==> src/rtl/act_skew_feeder_if.sv <==
// Activation input stream bundle for act_skew_feeder.
// master drives in_valid/in_data/in_last; slave returns in_ready.
interface act_skew_feeder_if #(
  parameter int N      = 14,
  parameter int DATA_W = 8
);
  logic                in_valid;
  logic                in_ready;
  logic                in_last;
  logic [N*DATA_W-1:0] in_data;

  modport master (
    output in_valid,
    output in_data,
    output in_last,
    input  in_ready
  );

  modport slave (
    input  in_valid,
    input  in_data,
    input  in_last,
    output in_ready
  );
endinterface

==> src/rtl/act_skew_feeder.sv <==
// Triangular-skew activation feeder for an NxN systolic array.
// Ports: clk, rst_n, start, wgt_busy, s (input stream), a_out,
// en_out, clr_out, busy, done; perf_beats/perf_bubbles when
// ACT_SKEW_PERF_EN is defined.
module act_skew_feeder #(
  parameter int N      = 14,
  parameter int DATA_W = 8
) (
  input  logic                clk,
  input  logic                rst_n,
  input  logic                start,
  input  logic                wgt_busy,
  act_skew_feeder_if.slave    s,
  output logic [N*DATA_W-1:0] a_out,
  output logic [N-1:0]        en_out,
  output logic [N-1:0]        clr_out,
  output logic                busy,
  output logic                done
`ifdef ACT_SKEW_PERF_EN
  ,
  output logic [31:0]         perf_beats,
  output logic [31:0]         perf_bubbles
`endif
);

  typedef enum logic [1:0] {
    S_IDLE,
    S_CLEAR,
    S_STREAM,
    S_FLUSH
  } state_t;

  localparam int CW = $clog2(N + 1);
  // N=1 has no skew: one flush cycle still needed.
  localparam logic [CW-1:0] CNT_INIT =
    CW'((N > 1) ? (N - 1) : 1);

  state_t        r_state;
  logic [CW-1:0] r_cnt;
  logic          r_done;
  logic [N-1:0]  r_en;
  logic [N-1:0]  r_clr;

  logic w_rdy;
  logic w_hs;
  logic w_clr_h;

  assign w_rdy      = (r_state == S_STREAM) && !wgt_busy;
  assign s.in_ready = w_rdy;
  assign w_hs       = s.in_valid && w_rdy;
  assign w_clr_h    = (r_state == S_CLEAR);

  assign busy    = (r_state != S_IDLE);
  assign done    = r_done;
  assign en_out  = r_en;
  assign clr_out = r_clr;

  always_ff @(posedge clk or negedge rst_n) begin
    if (!rst_n) begin
      r_state <= S_IDLE;
      r_cnt   <= '0;
      r_done  <= 1'b0;
    end else begin
      r_done <= 1'b0;
      unique case (r_state)
        S_IDLE: begin
          if (start) r_state <= S_CLEAR;
        end
        S_CLEAR: begin
          r_state <= S_STREAM;
        end
        S_STREAM: begin
          if (w_hs && s.in_last) begin
            r_state <= S_FLUSH;
            r_cnt   <= CNT_INIT;
          end
        end
        S_FLUSH: begin
          // done lands one cycle later, with the
          // last beat on lane N-1.
          if (r_cnt == CW'(1)) begin
            r_state <= S_IDLE;
            r_done  <= 1'b1;
          end else begin
            r_cnt <= r_cnt - CW'(1);
          end
        end
      endcase
    end
  end

  // en/clr are shared by all lanes: stage r feeds row r.
  always_ff @(posedge clk or negedge rst_n) begin
    if (!rst_n) begin
      r_en  <= '0;
      r_clr <= '0;
    end else begin
      r_en[0]  <= w_hs;
      r_clr[0] <= w_clr_h;
      for (int i = 1; i < N; i++) begin
        r_en[i]  <= r_en[i-1];
        r_clr[i] <= r_clr[i-1];
      end
    end
  end

  // Lane r: head plus r delay stages of its own data.
  for (genvar r = 0; r < N; r++) begin : g_lane
    logic [DATA_W-1:0] r_sh [r+1];

    always_ff @(posedge clk or negedge rst_n) begin
      if (!rst_n) begin
        for (int i = 0; i <= r; i++) r_sh[i] <= '0;
      end else begin
        r_sh[0] <= w_hs ?
          s.in_data[r*DATA_W +: DATA_W] : '0;
        for (int i = 1; i <= r; i++)
          r_sh[i] <= r_sh[i-1];
      end
    end

    assign a_out[r*DATA_W +: DATA_W] = r_sh[r];
  end

`ifdef ACT_SKEW_PERF_EN
  logic w_bub;
  assign w_bub = (r_state == S_STREAM) && !w_hs;

  always_ff @(posedge clk or negedge rst_n) begin
    if (!rst_n) begin
      perf_beats   <= '0;
      perf_bubbles <= '0;
    end else if (r_state == S_IDLE && start) begin
      perf_beats   <= '0;
      perf_bubbles <= '0;
    end else begin
      if (w_hs && perf_beats != '1)
        perf_beats <= perf_beats + 32'd1;
      if (w_bub && perf_bubbles != '1)
        perf_bubbles <= perf_bubbles + 32'd1;
    end
  end
`endif

endmodule

==> src/flat_wrapper.sv <==
// flat-port wrapper written by rule: the top's interface ports become plain ports
module act_skew_feeder_flat 
#(
  parameter int N      = 14,
  parameter int DATA_W = 8
)
  (clk, rst_n, start, wgt_busy, a_out, en_out, clr_out, busy, done, s_in_valid, s_in_data, s_in_last, s_in_ready);
  act_skew_feeder_if #(.N(N), .DATA_W(DATA_W)) s_i ();
  input  logic clk;
  input  logic rst_n;
  input  logic start;
  input  logic wgt_busy;
  output logic [N*DATA_W-1:0] a_out;
  output logic [N-1:0] en_out;
  output logic [N-1:0] clr_out;
  output logic busy;
  output logic done;
  input wire logic [$bits(s_i.in_valid)-1:0] s_in_valid;
  input wire logic [$bits(s_i.in_data)-1:0] s_in_data;
  input wire logic [$bits(s_i.in_last)-1:0] s_in_last;
  output wire logic [$bits(s_i.in_ready)-1:0] s_in_ready;
  assign s_i.in_valid = s_in_valid;
  assign s_i.in_data = s_in_data;
  assign s_i.in_last = s_in_last;
  assign s_in_ready = s_i.in_ready;
  act_skew_feeder #(.N(N), .DATA_W(DATA_W)) u_core (.clk(clk), .rst_n(rst_n), .start(start), .wgt_busy(wgt_busy), .s(s_i), .a_out(a_out), .en_out(en_out), .clr_out(clr_out), .busy(busy), .done(done));
endmodule
==> config.mk <==
export PLATFORM = sky130hd
export DESIGN_NAME = act_skew_feeder_flat
export DESIGN_NICKNAME = d
export VERILOG_FILES = /design/src/rtl/act_skew_feeder_if.sv /design/src/rtl/act_skew_feeder.sv /design/src/flat_wrapper.sv
export SDC_FILE = /design/constraint.sdc
export NUM_CORES = 1
export LEC_CHECK = 0
export CAP_MARGIN = 20
export CORE_MARGIN = 10
export CORE_UTILIZATION = 35
export DETAILED_ROUTE_END_ITERATION = 10
export SYNTH_ARGS = -nofsm -noshare
export SYNTH_HDL_FRONTEND = slang
export SYNTH_SLANG_ARGS = --single-unit
==> constraint.sdc <==
create_clock -name clk -period 4.8 [get_ports clk]
set_clock_uncertainty 0.2 [all_clocks]
set_input_delay 1.2 -clock clk [delete_from_list [all_inputs] [get_ports clk]]
set_output_delay 1.2 -clock clk [all_outputs]
set_load 0.01 [all_outputs]
# == Word level (Yosys, flattened, before mapping) ==
# Index checks and enable logic that the tools add are counted.
# totals
ff_bits,875
inputBits,118
output_inout_bits,143
word_cells,151
# op_classes
addsub,1
n_eq_ne,8
muxes,23
reduce_logical,9
# ops
op,count
8-bit 2-to-1 mux,14
4-bit 2-to-1 mux,2
2-bit one-hot mux with 4 select lines,1
4-bit one-hot mux with 2 select lines,1
2-bit 2-to-1 mux,3
"2-bit inequality test, second input constant",3
3-bit AND reduction,2
"2-bit equality test, second input constant",2
"4-bit by 1-bit equality test with 1-bit output, second input constant",1
2-bit nonzero test,2
"4-bit by 1-bit subtractor with 4-bit output, second input constant",1
1-bit logical AND,3
"2-bit by 1-bit equality test with 1-bit output, second input constant",1
2-bit zero test,1
1-bit 2-to-1 mux,2
"2-bit by 1-bit inequality test with 1-bit output, second input constant",1
1-bit zero test,1

# == Longest topological paths before layout ==
# Gate-level depths: netlist of run 1.
# depth
word_depth,6
ltp_mapped,6
ltp_nobuf,6

# == Least setup slack after synthesis of run 1 ==
# Ideal clock, no wire load.
# synth_path
kind,input -> output
startpoint,input port wgt_busy
endpoint,output port s_in_ready
arrival_time_ps,1704
required_ps,3400
path_slack_ps,1696
path_stages,2
path_buffers,1
path_cell_list,and2b_1 clkbuf_1
# synth_via
elab_chain_len,2
# synth_lines
element,line,rtl
start: declaration,flat_wrapper.sv:12,input logic wgt_busy;
1-bit zero test,act_skew_feeder.sv:48,assign w_rdy = (r_state == S_STREAM) && !wgt_busy;
1-bit logical AND,act_skew_feeder.sv:48,
end: declaration,flat_wrapper.sv:21,output wire logic [$bits(s_i.in_ready)-1:0] s_in_ready;
# No other way between the ends.

# == Worst setup path after layout of run 1 ==
# Ends and elaborated chain as after synthesis.

==> summary.md, run 1 <==
| Metric | Value |
|---|---|
| CTS resizes | `0` |
| Worst EP required | `3.40 ns` |
| Status | `complete, no violations` |
| CTS buffer count | `86` |
| Least-Margin Pin Slew | `roughly 1.1 ns` |
| Postcts setup bufs | `0` |
| WS Path Type | `input port to output port` |
| Final Hold Fails | `0` |
| Total GRT Usage | `0.1019` |
| Critical Path Most Common Cell | `clkdlybuf4s50_1` |
| ANT nets after route | `0` |
| Final Wtd Congestion | `0.7390` |
| Power per cell area | `522.4 mW/mm2` |
| Tmin final | `3.841 ns` |
| Worst Setup Slack, final | `0.9591 ns` |
| Worst hold path class | `flip-flop to flip-flop` |
| Slew HR | `0.2950` |
| Cell variety after synth | `24` |
| P_leak | `15.31 nW` |
| Most instantiated cells after synthesis | `dfrtp_1, and3_1, buf_4` |
| Overall power | `15.46 mW` |
| Post-synthesis register bit count | `between 800 and 900` |
| RR Startpoint | `u_core.r_state[0]` |
| Worst path cell trace | `clkdlybuf4s50_1, and2b_4, clkdlybuf4s50_1` |
| Core area | `~0.067 mm2` |
| Antenna violations before repair | `11` |
| Crit-path leading delay family | `buffers and inverters` |
| # setup viols final | `0` |
| CP max stage cell | `clkdlybuf4s50_1` |
| Area Growth Syn to Fin | `24.58%` |
| I/O Buffers | `260` |
| TritonCTS sink count | `875` |
| Fmax | `260.4 MHz` |
| DIE WIDTH | `280.5 um` |
| Crit-path max FO | `2` |
| Worst Path Arrival | `2.44 ns` |
| Net Count, Synth | `1279` |
| Yosys top cell by area | `dfrtp_1` |
| Synth warnings | `0` |
| Reg clk slew, reported paths | `0.07 ns` |
| Initial DRC Count | `roughly 480` |
| Die H | `between 200 and 300 um` |
| Syn Std Cell Area | `approximately 0.024 mm2` |
| Top cells by area, synth | `dfrtp_1, buf_4, and3_1, clkbuf_1, ha_1` |
| DR pass1 iterations | `4` |
| Die area | `0.07869 mm2` |
| CP max stage delay | `0.55 ns` |
| Starting density of the core | `0.3531` |
| Cells after Synth | `1155` |
| Drt total wl | `38.73 mm` |
| Largest net degree at the start of global routing | `~110` |
| CTS tree | `done` |
| Grt ovf | `0` |
| Unrepaired setup endpoints after global routing | `false` |
| Num ports | `261` |
| Max Cap Viol | `0` |
| Clock Latency Late Sink | `0.62 ns` |
| Count leader, synth | `dfrtp_1` |
| Final net count | `around 1500` |
| Fraction of registers with async set/reset | `1.000` |
| Root Buffer | `clkbuf_16` |
| Num rows | `95` |
| Avg Vias per Cell | `3.941` |
| CP startpoint kind | `input port` |
| Post-synth top area share | `0.9218` |
| CP startpoint | `wgt_busy` |
| TNS Setup | `0 ns` |
| Post-CTS Hold Fix Bufs | `0` |
| Critical path endpoint category | `output port` |
| CTS H-tree lvls | `3` |
| DR WL/cell | `16.64 um` |
| Ys flop type | `dfrtp_1` |
| First-pass GRT wire length | `61.77 mm` |
| Peak VDD IR | `280.9 uV` |
| Clk buf depth | `3` |
| Sequential fraction of the synthesis area | `0.9218` |
| EDFF count, synth | `0` |
| Fin util | `0.4399` |
| Via count of the first global-routing pass | `10530` |
| Final Max Slew Viols | `0` |
| # DRC | `0` |
| Final worst-path cycle share | `0.8002` |
| Buf+Inv Stages, Crit Path | `2` |
| Layout cells sized above 1 | `0.1045` |
| Post-Place Cell Area | `0.02683 mm2` |
| HPWL Detailed | `22.83 mm` |
| Hold_sp | `u_core.g_lane[12].r_sh[82]` |
| Placement Setup Slack | `between 0.9 and 1 ns` |
| Via count | `9174` |
| Design area | `just under 0.03 mm2` |
| Syn_area_per_cell | `20.57 um2` |
## cell type report
type | instances | area [um2]
Sequential cell | 875 | 21900
Antenna cell | 1 | 2.502
Fill cell | 5689 | 37680
Multi-Input combinational cell | 145 | 960.9
Tap cell | 873 | 1092
Clock buffer | 126 | 2462
Timing Repair Buffer | 277 | 2855
Clock inverter | 25 | 301.5
Inverter | 6 | 22.52
## worst reg2reg max path: stages (launching register included)
cell and delay, ns:
dfrtp_1 0.41, inv_1 0.10, ha_1 0.25, and2b_4 0.21, buf_4 0.76, and3_1 0.38
## where the power goes
group | switching (mW) | internal, mW
logic | 0.463 | 0.420
registers | 0.191 | 7.94
clock network | 2.70 | 3.75
total | 3.35 | 12.1
## stage by stage
stage,hold slack [ns],std cells
6_report,0.1357,2328
5_1_grt,0.1361,2327
4_1_cts,0.1321,2327
3_5_place_dp,0.1347,2176
3_3_place_gp,0.1313,2176
2_1_floorplan,0.1312,1155
## logic make-up after synthesis
kind of cell	share of synthesized area
AO/OA/AOI/OAI	0.002212
adder cells (fa/ha/maj)	0.003160
flip-flops	0.9218
buffers and inverters	0.03787
AND/OR/NAND/NOR	0.03498
## metal layers
metal / vias up / part of all wire / global-route usage
li1: 4043 / - / -
met1: 4775 / 0.37 / 0.1171
met2: 224 / 0.50 / 0.1633
met3: 110 / 0.090 / 0.04398
met4: 22 / 0.029 / 0.04618
met5: - / 0.0043 / 0
## placed cells by master, fill, tap and decap left out, drive strengths merged
cell / count
dfrtp: 875
clkdlybuf4s50: 258
clkbuf: 126
and3: 113
buf: 19
clkinv: 12
inv: 11
nor2: 6
ha: 6
clkinvlp: 5
bufinv: 3
nand3b: 2
nor3: 2
o21ai: 2
nand2: 2
diode: 1
and2b: 1
and2: 1
and4bb: 1
nor3b: 1
a211oi: 1
and4: 1
or3b: 1
a222oi: 1
a21oi: 1
nand2b: 1
nand4: 1
o221a: 1
## flip-flops by register name (all words and copies together), names as in the netlist
| signal | count |
|---|---|
| u_core.a_out | 104 |
| u_core.clr_out | 14 |
| u_core.done | 1 |
| u_core.en_out | 14 |
| u_core.g_lane.r_sh | 736 |
| u_core.r_cnt | 4 |
| u_core.r_state | 2 |
## worst paths after layout
path	end	slack, ns	depth (start not counted)
max in group asynchronous	u_core.a_out[62]	2.91	2
max	s_in_ready	0.96	3
min in group asynchronous	u_core.r_state[0]	0.49	1
min reg2reg	u_core.g_lane[12].r_sh[74]	0.14	0
max reg2reg	u_core.g_lane[9].r_sh[74]	2.41	5
min	u_core.g_lane[12].r_sh[74]	0.14	0
Power figures use the tool's default switching activity.
==> run 2, diff against run 1 <==
- clock period: 4.8 -> 3.2 ns (I/O delays scaled with it)
==> summary.md, run 2 (synthesis results as in run 1) <==
| Metric | Value |
|---|---|
| Unrepaired setup endpoints after global routing | `false` |
| Total GRT Usage | `0.1003` |
| Core area | `0.06728 mm2` |
| Clock Latency Late Sink | `just over 0.6 ns` |
| Critical path endpoint category | `output port` |
| Reg clk slew, reported paths | `roughly 0.060 ns` |
| Hold Path Depth | `0` |
| Hold_sp | `u_core.g_lane[8].r_sh[42]` |
| Switching share of power | `0.2115` |
| Comb power frac | `0.056` |
| Num ports | `around 260` |
| Reg power frac | `0.506` |
| Drt total wl | `38.36 mm` |
| Area Growth Syn to Fin | `26.00%` |
| Tmin final | `2.950 ns` |
| CTS buffer count | `86` |
| Die area | `0.07869 mm2` |
| Layout cells sized above 1 | `0.1158` |
| Clk buf depth | `3` |
| Status | `complete, no violations` |
| Largest net degree at the start of global routing | `114` |
| RR Startpoint | `u_core.r_state[0]` |
| Design area | `0.02993 mm2` |
| Initial DRC Count | `450` |
| Starting density of the core | `0.3531` |
| Commonest non-fill, non-tap cell in the layout | `dfrtp_1` |
| Post-Place Cell Area | `0.02687 mm2` |
| # setup viols final | `0` |
| Final Hold Fails | `0` |
| P_int | `18.99 mW` |
| CP startpoint | `u_core.r_state[0]` |
| DR pass1 iterations | `4` |
| NetSw | `5.093 mW` |
| Avg Vias per Cell | `around 3.9` |
| Via count of the first global-routing pass | `10670` |
| Clock group share of total power | `0.438` |
| TritonCTS sink count | `875` |
| Fmax | `~340 MHz` |
| Die H | `280.5 um` |
| Num rows | `95` |
| CP startpoint kind | `flip-flop` |
| R2R depth | `5` |
| Worst EP required | `2.20 ns` |
| I/O Buffers | `260` |
| CTS tree | `done` |
| TNS Setup | `0 ns` |
| CTS H-tree lvls | `3` |
| Final Wtd Congestion | `0.7477` |
| HPWL Detailed | `23.22 mm` |
| Via count | `9173` |
| Final net count | `~1500` |
| Final worst-path cycle share | `0.9218` |
| Root Buffer | `clkbuf_16` |
| Crit-path max FO | `4` |
| Hold Slack | `0.1361 ns` |
| P_leak | `between 15 and 20 nW` |
| Peak VDD IR | `513.8 uV` |
| Final Max Slew Viols | `0` |
| Power per cell area | `804.5 mW/mm2` |
| First-pass GRT wire length | `61.18 mm` |
| Antenna violations before repair | `11` |
| Max reg flops | `736` |
| DIE WIDTH | `between 200 and 300 um` |
| Max Cap Viol | `0` |
| Commonest cells after routing, fill and taps aside | `dfrtp_1, clkdlybuf4s50_1, and3_1, clkbuf_16, clkbuf_8` |
| Worst Path Arrival | `1.95 ns` |
| Grt ovf | `0` |
| Slew HR | `0.2839` |
| WS Path Type | `flip-flop to output port` |
| Least-Margin Pin Slew | `1.074 ns` |
| # DRC | `0` |
| DR WL/cell | `approximately 16 um` |
| Worst hold path class | `flip-flop to flip-flop` |
| Reg with most FFs | `u_core.g_lane.r_sh` |
| ANT nets after route | `0` |
-- run 2: cell count changes in the layout (fill, tap and decap cells not counted), moves of 2 or more --
| cell | before | now |
|---|---|---|
| buf_12 | 10 | 12 |
| clkinv_2 | 6 | 11 |
| clkinvlp_4 | 5 | 3 |
| bufinv_16 | 3 | 13 |
| clkbuf_1 | 24 | 13 |
-- run 2: critical path, stage by stage (launching register included) --
cell and delay [ns]:
dfrtp_1 0.42, inv_1 0.09, ha_1 0.24, inv_1 0.06, clkdlybuf4s50_1 0.53
-- run 2: stage by stage --
stage	util	setup WS [ns]	power, mW	std cells
6_report	0.4449	0.2501	24.08	2334
2_1_floorplan	-	0.8958	12.84	1155
3_3_place_gp	0.3993	0.07737	13.69	2178
4_1_cts	0.4448	0.2017	24.52	2333
3_5_place_dp	0.3993	0.08680	13.79	2178
5_1_grt	0.4448	0.1374	25.13	2333
-- run 2: cell type report --
type	instances	area, um2
Antenna cell	1	2.502
Clock buffer	115	2432
Clock inverter	39	616.8
Fill cell	5643	37350
Inverter	6	22.52
Multi-Input combinational cell	145	963.4
Sequential cell	875	21900
Tap cell	873	1092
Timing Repair Buffer	280	2904
-- run 2: path summary, 6_finish.rpt --
kind,end,slack (ns)
max,busy,0.25
min,u_core.g_lane[8].r_sh[34],0.14
max reg2reg,u_core.r_cnt[2],1.13
min reg2reg,u_core.g_lane[8].r_sh[34],0.14
max in group asynchronous,u_core.a_out[69],1.39
min in group asynchronous,u_core.g_lane[13].r_sh[97],0.54
-- run 2: power by group through the flow --
| stage | combinational [mW] | clock (mW) | sequential, mW |
|---|---|---|---|
| 6_report | 1.35 | 10.5 | 12.2 |
| 5_1_grt | 1.49 | 11.4 | 12.3 |
| 4_1_cts | 1.40 | 10.9 | 12.2 |
| 3_5_place_dp | 1.39 | 0 | 12.4 |
| 3_3_place_gp | 1.34 | 0 | 12.3 |
| 2_1_floorplan | 0.499 | 0 | 12.3 |
-- run 2: repair_timing --
action,CTS,global route
setup buffers,0,0
gates resized for setup,2,0
setup endpoints to repair,1,0
endpoints found under the hold margin,39,0
hold buffers,1,0
-- run 2: per-layer routing --
metal,wire length [um],track usage,vias up,part of all wire
met2,19120,0.1616,226,0.50
met5,154,0,-,0.0040
li1,-,-,4053,-
met3,3254,0.04248,90,0.085
met1,14740,0.1139,4784,0.38
met4,1086,0.04839,20,0.028
